$ cat src/rtl/uart_tx_scheduler.sv
// uart_tx_scheduler: round-robin arbiter that shares one UART Tx serializer
// among NUM_REQ byte producers. It runs the TxStart/TxBusy handshake, returns a
// one-cycle Ack to the winner, and aborts when TxBusy never rises after a start.
// Optional packet locking is enabled with the macro UART_SCHED_PACKET_EN.
module uart_tx_scheduler #(
   parameter int NUM_REQ       = 4,
   parameter int IDX_W         = 2,
   parameter int START_TIMEOUT = 16
) (
   input  logic                   CLK_100MHz,
   input  logic                   Reset,
   input  logic [NUM_REQ-1:0]     Req,
   input  logic [8*NUM_REQ-1:0]   ReqData,
   input  logic [NUM_REQ-1:0]     ReqLast,
   output logic [NUM_REQ-1:0]     Ack,
   output logic [7:0]             TxData,
   output logic                   TxStart,
   input  logic                   TxBusy,
   output logic [IDX_W-1:0]       GrantIdx,
   output logic                   SchedBusy,
   output logic                   TimeoutErr
);

   localparam int CNT_W = (START_TIMEOUT > 2) ? $clog2(START_TIMEOUT) : 1;

   typedef enum logic [1:0] {IDLE, LAUNCH, WAIT_BUSY, WAIT_DONE} state_t;

   state_t               state_q, state_d;
   logic [NUM_REQ-1:0]   ack_q, ack_d;
   logic [7:0]           tx_data_q, tx_data_d;
   logic                 tx_start_q, tx_start_d;
   logic [IDX_W-1:0]     grant_idx_q, grant_idx_d;
   logic                 sched_busy_q, sched_busy_d;
   logic                 timeout_err_q, timeout_err_d;
   logic [CNT_W-1:0]     cnt_q, cnt_d, cnt_next;
   logic [NUM_REQ-1:0]   eligible;
   logic                 win_found;
   logic [IDX_W-1:0]     win_idx;
   logic [7:0]           req_bytes [NUM_REQ];

   for (genvar g = 0; g < NUM_REQ; g++) begin : g_bytes
      assign req_bytes[g] = ReqData[8*g +: 8];
   end

`ifdef UART_SCHED_PACKET_EN
   logic lock_q, lock_d;

   // While a packet is open only the locked requester may be chosen
   always_comb begin
      eligible = lock_q ? (Req & (NUM_REQ'(1) << grant_idx_q)) : Req;
   end
`else
   logic unused_last;
   assign unused_last = ^ReqLast;

   // Without packet locking every requester competes for every byte
   always_comb begin
      eligible = Req;
   end
`endif

   // Search upward from the last grant, wrapping, so the previous winner goes last
   always_comb begin
      int               cand_i;
      logic [IDX_W-1:0] cand;
      win_found = 1'b0;
      win_idx   = grant_idx_q;
      for (int k = 1; k <= NUM_REQ; k++) begin
         cand_i = (int'(grant_idx_q) + k) % NUM_REQ;
         cand   = IDX_W'(cand_i);
         if (!win_found && eligible[cand]) begin
            win_found = 1'b1;
            win_idx   = cand;
         end
      end
   end

   // Next-state and next-output logic of the launch/handshake sequencer
   always_comb begin
      state_d       = state_q;
      ack_d         = '0;
      tx_data_d     = tx_data_q;
      tx_start_d    = 1'b0;
      grant_idx_d   = grant_idx_q;
      timeout_err_d = 1'b0;
      cnt_d         = cnt_q;
      cnt_next      = cnt_q + CNT_W'(1);
`ifdef UART_SCHED_PACKET_EN
      lock_d        = lock_q;
`endif
      case (state_q)
         IDLE: begin
            if (!TxBusy && win_found) begin
               tx_data_d   = req_bytes[win_idx];
               grant_idx_d = win_idx;
               ack_d       = NUM_REQ'(1) << win_idx;
               tx_start_d  = 1'b1;
               state_d     = LAUNCH;
`ifdef UART_SCHED_PACKET_EN
               lock_d      = !ReqLast[win_idx];
`endif
            end
         end
         LAUNCH: begin
            cnt_d   = '0;
            state_d = WAIT_BUSY;
         end
         WAIT_BUSY: begin
            if (TxBusy) begin
               state_d = WAIT_DONE;
            end else begin
               cnt_d = cnt_next;
               if (cnt_next == CNT_W'(START_TIMEOUT - 1)) begin
                  timeout_err_d = 1'b1;
                  state_d       = IDLE;
`ifdef UART_SCHED_PACKET_EN
                  lock_d        = 1'b0;
`endif
               end
            end
         end
         WAIT_DONE: begin
            if (!TxBusy) begin
               state_d = IDLE;
            end
         end
         default: state_d = IDLE;
      endcase
      sched_busy_d = (state_d != IDLE);
   end

   // State and registered outputs; reset aborts whatever is in flight
   always_ff @(posedge CLK_100MHz) begin
      if (Reset) begin
         state_q       <= IDLE;
         ack_q         <= '0;
         tx_data_q     <= 8'h00;
         tx_start_q    <= 1'b0;
         grant_idx_q   <= IDX_W'(NUM_REQ - 1);
         sched_busy_q  <= 1'b0;
         timeout_err_q <= 1'b0;
         cnt_q         <= '0;
`ifdef UART_SCHED_PACKET_EN
         lock_q        <= 1'b0;
`endif
      end else begin
         state_q       <= state_d;
         ack_q         <= ack_d;
         tx_data_q     <= tx_data_d;
         tx_start_q    <= tx_start_d;
         grant_idx_q   <= grant_idx_d;
         sched_busy_q  <= sched_busy_d;
         timeout_err_q <= timeout_err_d;
         cnt_q         <= cnt_d;
`ifdef UART_SCHED_PACKET_EN
         lock_q        <= lock_d;
`endif
      end
   end

   assign Ack        = ack_q;
   assign TxData     = tx_data_q;
   assign TxStart    = tx_start_q;
   assign GrantIdx   = grant_idx_q;
   assign SchedBusy  = sched_busy_q;
   assign TimeoutErr = timeout_err_q;

endmodule

$ cat config.mk
export PLATFORM = sky130hd
export DESIGN_NAME = uart_tx_scheduler
export DESIGN_NICKNAME = d
export VERILOG_FILES = /design/src/rtl/uart_tx_scheduler.sv
export SDC_FILE = /design/constraint.sdc
export NUM_CORES = 1
export LEC_CHECK = 0
export CORE_ASPECT_RATIO = 0.75
export CORE_UTILIZATION = 30
export DETAILED_ROUTE_END_ITERATION = 12
export DONT_BUFFER_PORTS = 1
export PLACE_DENSITY = 0.4
export RECOVER_POWER = 50
export SLEW_MARGIN = 20
export SYNTH_ARGS = -nofsm -noshare
export SYNTH_HDL_FRONTEND = slang
export SYNTH_SLANG_ARGS = --single-unit
$ cat constraint.sdc
create_clock -name CLK_100MHz -period 2.79 [get_ports CLK_100MHz]
set_input_delay 0.1395 -clock CLK_100MHz [delete_from_list [all_inputs] [get_ports CLK_100MHz]]
set_output_delay 0.1395 -clock CLK_100MHz [all_outputs]
set_load 0.03 [all_outputs]
==> impl_metrics.csv, run 1 <==
group,metric,value,unit
synthesis,synth_cell_types,38,
routing,wire_per_inst,16.3,um
critical_path,cp-end-kind,"register",
critical_path,cp_slowest_cell,"nor4_1",
synthesis,synth_ff_type,"dfxtp_1",
layout,fin_cells,210,
cts,cts_max_level,1,
routing,met3_length,349,um
layout,drive_above_1_share,18.3,%
synthesis,synth_enable_flop_cells,0,
synthesis,yosysWarnings,0,
floorplan,dieArea,4920,um^2
routing,met1Wirelength,1.61,mm
cts,clkLatencyLatePin,0.27,ns
layout,n_fill_cell,475,
placed_design,portBuffers,0,
critical_path,cp_max_fo,10,
grt,grt_pass1_wl,5.30,mm
synthesis,syn_area,1390,um^2
floorplan,dieHeight,61.0,um
critical_path,critPathLaunchType,"register",
synthesis,async_reset_ff_share,0,%
critical_path,crit_type,"register to register",
cts,cts_setup_buffers,0,
layout,area_growth,5.49,%
layout,mostFrequentLayoutCell,"dfxtp_1",
critical_path,crit_chain,"or2_0, nor4_1, nand2b_1, o211ai_2",
routing,drc_errors,0,
synthesis,ys_seq_elements,23,
floorplan,fp-row-count,21,
sta,fin_crit,2.19,ns
sta,relSlewSlack,55.3,%
layout,nets,199,
routing,wl,3.43,mm
hold_path,worstHoldPathType,"primary input to register",
grt,grt_pass1_vias,1024,
sta,hold_viol,0,
routing,first_pass_iters,4,
floorplan,chipWidth,80.6,um
floorplan,ios,60,
cts,cts_buffers,3,
grt,grt_start_max_net_pins,13,
routing,vias,1148,
layout,final_cell_mix,"dfxtp_1, nor2_1, a21o_1, o31ai_1",
power,leakagePower,0.000554,uW
routing,routed.top_layer,"met4",
placed_design,place_congestion,0.723,
critical_path,crit_family,"simple AND/OR/NAND/NOR gates",
power,peakVddDrop,0.217,mV
synthesis,ys_seq_area_share,33.1,%
layout,diodes,0,
cts,cts_tree,"built",
sta,fin_skew,0.00523,ns
sta,drv_slew,0,
grt,antenna_found_initial,0,
critical_path,worst_ep_required_time,2.99,ns
sta,setup_viol,0,
synthesis,syn_avg_cell_area,9.03,um^2
cts,clk_pin_slew_worst_paths,0.09,ns
grt,grtUsageTotal,14.8,%
sta,setup_tns,0,ns
placed_design,dp_cells,205,
cts,cts_buffer_depth,2,
job,maxCapViolations,0,
cts,clock-sinks,23,
sta,fin_crit_sh,78.6,%
critical_path,critPathArrivalTime,2.39,ns
routing,viasPerCell,5.47,
critical_path,critical_path_buf_inv_count,0,
cts,clock-root-buffer,"clkbuf_8",
routing,ant_nets,0,
grt,overflow,0,
outcome,status,"finished, final reports clean",
routing,drtIter0Drc,56,
synthesis,syn-num-nets,199,
synthesis,syn_inst,154,
floorplan,start_util,31.1,%
sta,worstMarginPinSlew,0.664,ns
routing,wl_met2,1.41,mm
power,power_density,584,nW/um^2
floorplan,core,4470,um^2
placed_design,hpwlAfterDp,2.56,mm
sta,max_freq,456,MHz
sta,rsz0062_at_grt,"no",
critical_path,critPathMaxStageDelay,0.56,ns
==> final cells by class <==
cell class,count,area [um^2],share of cell area (%)
inverter,2,7.51,0.512
sequential,23,460,31.4
multi-input combinational,119,843,57.5
tap,57,71.3,4.86
clock buffer,4,45.0,3.07
timing repair buffer,5,40.0,2.73
==> metal layers <==
| layer | global-route usage (%) | up-vias |
|---|---|---|
| li1 | - | 569 |
| met1 | 21.6 | 520 |
| met2 | 19.1 | 53 |
| met3 | 6.47 | 6 |
| met4 | 4.34 | 0 |
| met5 | 0 | - |
==> flip-flops by register name (all words and copies together), names as in the netlist <==
name	cells
TimeoutErr	1
Ack	4
cnt_q	4
SchedBusy	1
state_q	2
GrantIdx	2
TxStart	1
TxData	8
==> timing repair <==
action / CTS / global route
hold buffers: 1 / 0
endpoints found under the hold margin: 10 / 0
resized for setup: 0 / 0
setup endpoints to repair: 0 / 0
==> report_power, final <==
| group | switching, uW | leakage, uW | internal [uW] | total, uW |
|---|---|---|---|---|
| Combinational | 107 | 0.000343 | 83.9 | 191 |
| Sequential | 88.8 | 0.000188 | 360 | 449 |
| Clock | 115 | 0.0000228 | 102 | 217 |
| Total | 311 | 0.000554 | 547 | 857 |
==> per-stage QoR <==
step | setup slack [ns] | area [um^2] | power (uW) | utilization (%) | hold slack (ns)
after floorplan | 0.959 | 1390 | 617 | - | 0.224
final | 0.596 | 1470 | 857 | 32.9 | 0.0336
after global routing | 0.427 | 1470 | 913 | 32.9 | 0.0255
after global placement | 0.844 | 1430 | 647 | 32.0 | 0.212
after CTS | 0.778 | 1480 | 876 | 33.2 | 0.0164
after detailed placement | 0.788 | 1430 | 649 | 32.0 | 0.212
==> logic make-up (layout without fill, tap and decap cells) <==
kind of cell    count (synthesis)  after routing  share of synthesized area [%]
simple gates                   59             59                           25.5
compound gates                 49             49                           28.1
flops                          23             23                           33.1
buf+inv                        12             11                           5.22
mux                             8              8                           5.76
fa+ha+maj                       2              2                           1.80
xor+xnor                        1              1                          0.630
==> synthesized netlist by cell type, types with 2 or more instances <==
cell type | number | area share [%]
ha_1 | 2 | 1.8
a22oi_1 | 2 | 1.1
dfxtp_1 | 23 | 33
buf_2 | 4 | 1.4
nand3_1 | 3 | 1.1
a21o_1 | 9 | 4.9
o211ai_1 | 3 | 1.6
nor2_1 | 13 | 3.5
nand2_2 | 8 | 3.6
a211o_1 | 2 | 1.3
o21a_1 | 2 | 1.1
o21ai_1 | 4 | 1.4
a32oi_1 | 2 | 1.3
mux2i_1 | 8 | 5.8
o31ai_1 | 9 | 4.9
and2_1 | 2 | 0.90
o211ai_2 | 8 | 7.2
nand2b_1 | 5 | 2.2
buf_6 | 3 | 2.4
nand2_1 | 7 | 1.9
clkbuf_1 | 3 | 0.81
a21oi_1 | 2 | 0.72
inv_1 | 2 | 0.54
or3_1 | 2 | 0.90
nand4_1 | 8 | 3.6
nor2b_1 | 4 | 1.8
o21ai_0 | 3 | 1.1
==> worst reg2reg max path, stage by stage, from the launching register on <==
cell and delay (ns):
dfxtp_1 0.38, or2_0 0.37, nor4_1 0.56, nand2b_1 0.53, o211ai_2 0.29
==> final timing paths <==
check	slack [ns]	endpoint	cells past startpoint	startpoint
worst max register to register	0.60	TxData[0]$_SDFFE_PP0N_	4	state_q[0]$_SDFF_PP0_
worst max-delay path	0.60	TxData[0]$_SDFFE_PP0N_	4	state_q[0]$_SDFF_PP0_
worst min-delay path	0.03	state_q[0]$_SDFF_PP0_	2	TxBusy
worst min register to register	0.58	TimeoutErr$_SDFF_PP0_	2	cnt_q[2]$_SDFFE_PP0P_
Note: power is estimated with default switching activity, not from simulation.
==> inputs of run 2 (changes only) <==
- clock period: 2.79 -> 2.2 ns (I/O delays scaled with it)
==> run 2 against run 1 <==
Compared with the run above: critical path depth is 1 higher; sequential share of layout area down 0.73 points; global-route usage is 0.55 points lower.
==> impl_metrics.csv, run 2 (synthesis gave the netlist of run 1 again) <==
group,metric,value,unit
outcome,status,"finished, final reports clean",
layout,stdcell_area,1500,um^2
sta,relSlewSlack,38.4,%
sta,drv_slew,0,
placed_design,place_congestion,0.679,
placed_design,portBuffers,0,
routing,first_pass_iters,4,
floorplan,fp-row-count,21,
grt,overflow,0,
critical_path,crit_type,"register to register",
layout,mostFrequentLayoutCell,"dfxtp_1",
floorplan,start_util,31.1,%
routing,ant_nets,0,
power,pwr-share-seq,51.7,%
grt,grt_pass1_vias,1000,
sta,fin_crit,1.86,ns
job,maxCapViolations,0,
critical_path,worst_ep_required_time,2.39,ns
grt,grt_start_max_net_pins,15,
critical_path,worstRegToRegCells,5,
layout,final_cell_mix,"dfxtp_1, nor2_1, a21o_1, o31ai_1",
sta,fin_skew,0.0110,ns
critical_path,critPathArrivalTime,2.05,ns
cts,clkLatencyLatePin,0.27,ns
grt,grt_pass1_wl,5.19,mm
layout,register_area,460,um^2
floorplan,core,4470,um^2
sta,setup_tns,0,ns
layout,area_growth,8.00,%
critical_path,crit_cells,5,
cts,cts_setup_buffers,0,
grt,grtUsageTotal,14.2,%
placed_design,place_area,1430,um^2
cts,cts_buffers,3,
sta,worstMarginPinSlew,0.914,ns
layout,nets,201,
critical_path,critPathMaxStageDelay,0.39,ns
cts,cts_tree,"built",
floorplan,chipWidth,80.6,um
critical_path,cp_slowest_cell,"o211ai_1",
power,p_int,695,uW
cts,clock-sinks,23,
critical_path,crit_chain,"or2_0, nor4_4, o211ai_1, a21o_1, o211ai_2",
routing,viasPerCell,5.42,
routing,drc_errors,0,
sta,setup_viol,0,
floorplan,ios,60,
grt,antenna_found_initial,0,
power,power_density,727,nW/um^2
sta,rsz0062_at_grt,"no",
floorplan,dieHeight,61.0,um
layout,n_fill_cell,488,
layout,multi_input_area,858,um^2
cts,cts_buffer_depth,2,
routing,vias,1150,
power,swShare,36.4,%
routing,wire_per_inst,16.1,um
layout,diodes,0,
cts,clock-root-buffer,"clkbuf_8",
power,leakagePower,0.000561,uW
critical_path,critical_path_buf_inv_count,0,
sta,hold_viol,0,
placed_design,hpwlAfterDp,2.55,mm
sta,max_freq,537,MHz
layout,drive_above_1_share,18.7,%
critical_path,crit_family,"compound AO/OA/AOI/OAI gates",
cts,cts_max_level,1,
power,peakVddDrop,0.392,mV
layout,largest_reg_flops,8,
power,share_comb_of_total_power,23.3,%
sta,fin_crit_sh,84.7,%
routing,wl,3.40,mm
power,p_switching,397,uW
floorplan,dieArea,4920,um^2
routing,drtIter0Drc,65,
critical_path,critPathLaunchType,"register",
power,p_clk_share,25.0,%
critical_path,cp-end-kind,"register",
cts,clk_pin_slew_worst_paths,0.09,ns
critical_path,cp_max_fo,9,
hold_path,hold_depth,2,
hold_path,worstHoldPathType,"primary input to register",
run 2: changes by cell type in the layout (fill, tap and decap cells not counted):
cell,before,now
nor4_1,1,0
o21ai_1,3,4
nor4_4,0,1
o21ai_0,4,3
clkinvlp_4,0,1
dlygate4sd3_1,1,3
buf_4,4,3
run 2: per-stage QoR:
| step | worst slack (ns) | util [%] | instances | total power, uW | hold slack (ns) |
|---|---|---|---|---|---|
| 2_1_floorplan | 0.369 | - | 154 | 782 | 0.195 |
| 3_3_place_gp | 0.353 | 32.0 | 205 | 821 | 0.182 |
| 3_5_place_dp | 0.312 | 32.0 | 205 | 825 | 0.183 |
| 4_1_cts | 0.274 | 33.5 | 211 | 1110 | 0.00223 |
| 5_1_grt | 0.166 | 33.6 | 212 | 1160 | 0.0329 |
| 6_report | 0.337 | 33.6 | 212 | 1090 | 0.0403 |
run 2: metal layers:
layer,vias up,share of wire [%],global-route usage (%)
li1,574,-,-
met1,529,51,21.5
met2,43,41,19.1
met3,4,7.8,5.11
met4,0,0.85,2.55
met5,-,0,0
run 2: cell type report:
type	count	area share, %
multi-input combinational	119	57.1
clock buffer	3	2.75
inverter	2	0.500
timing repair buffer	7	3.75
tap	57	4.75
sequential	23	30.6
clock inverter	1	0.500
run 2: power by group through the flow:
stage | combinational [uW] | clock [uW] | sequential, uW
finish | 255 | 273 | 564
global route | 283 | 308 | 573
CTS | 256 | 288 | 566
detailed placement | 249 | 0 | 576
global placement | 246 | 0 | 575
floorplan | 221 | 0 | 561
run 2: repair_timing:
action	4_1_cts	5_1_grt
hold endpoints to repair	10	1
resized for setup	0	0
hold buffers	2	1
run 2: final timing paths:
kind	startpoint	end	slack, ns
hold / removal	ReqData[29]	TxData[5]$_SDFFE_PP0N_	0.04
hold reg to reg	cnt_q[2]$_SDFFE_PP0P_	TimeoutErr$_SDFF_PP0_	0.61
setup / recovery	state_q[0]$_SDFF_PP0_	TxData[1]$_SDFFE_PP0N_	0.34
setup reg to reg	state_q[0]$_SDFF_PP0_	TxData[1]$_SDFFE_PP0N_	0.34
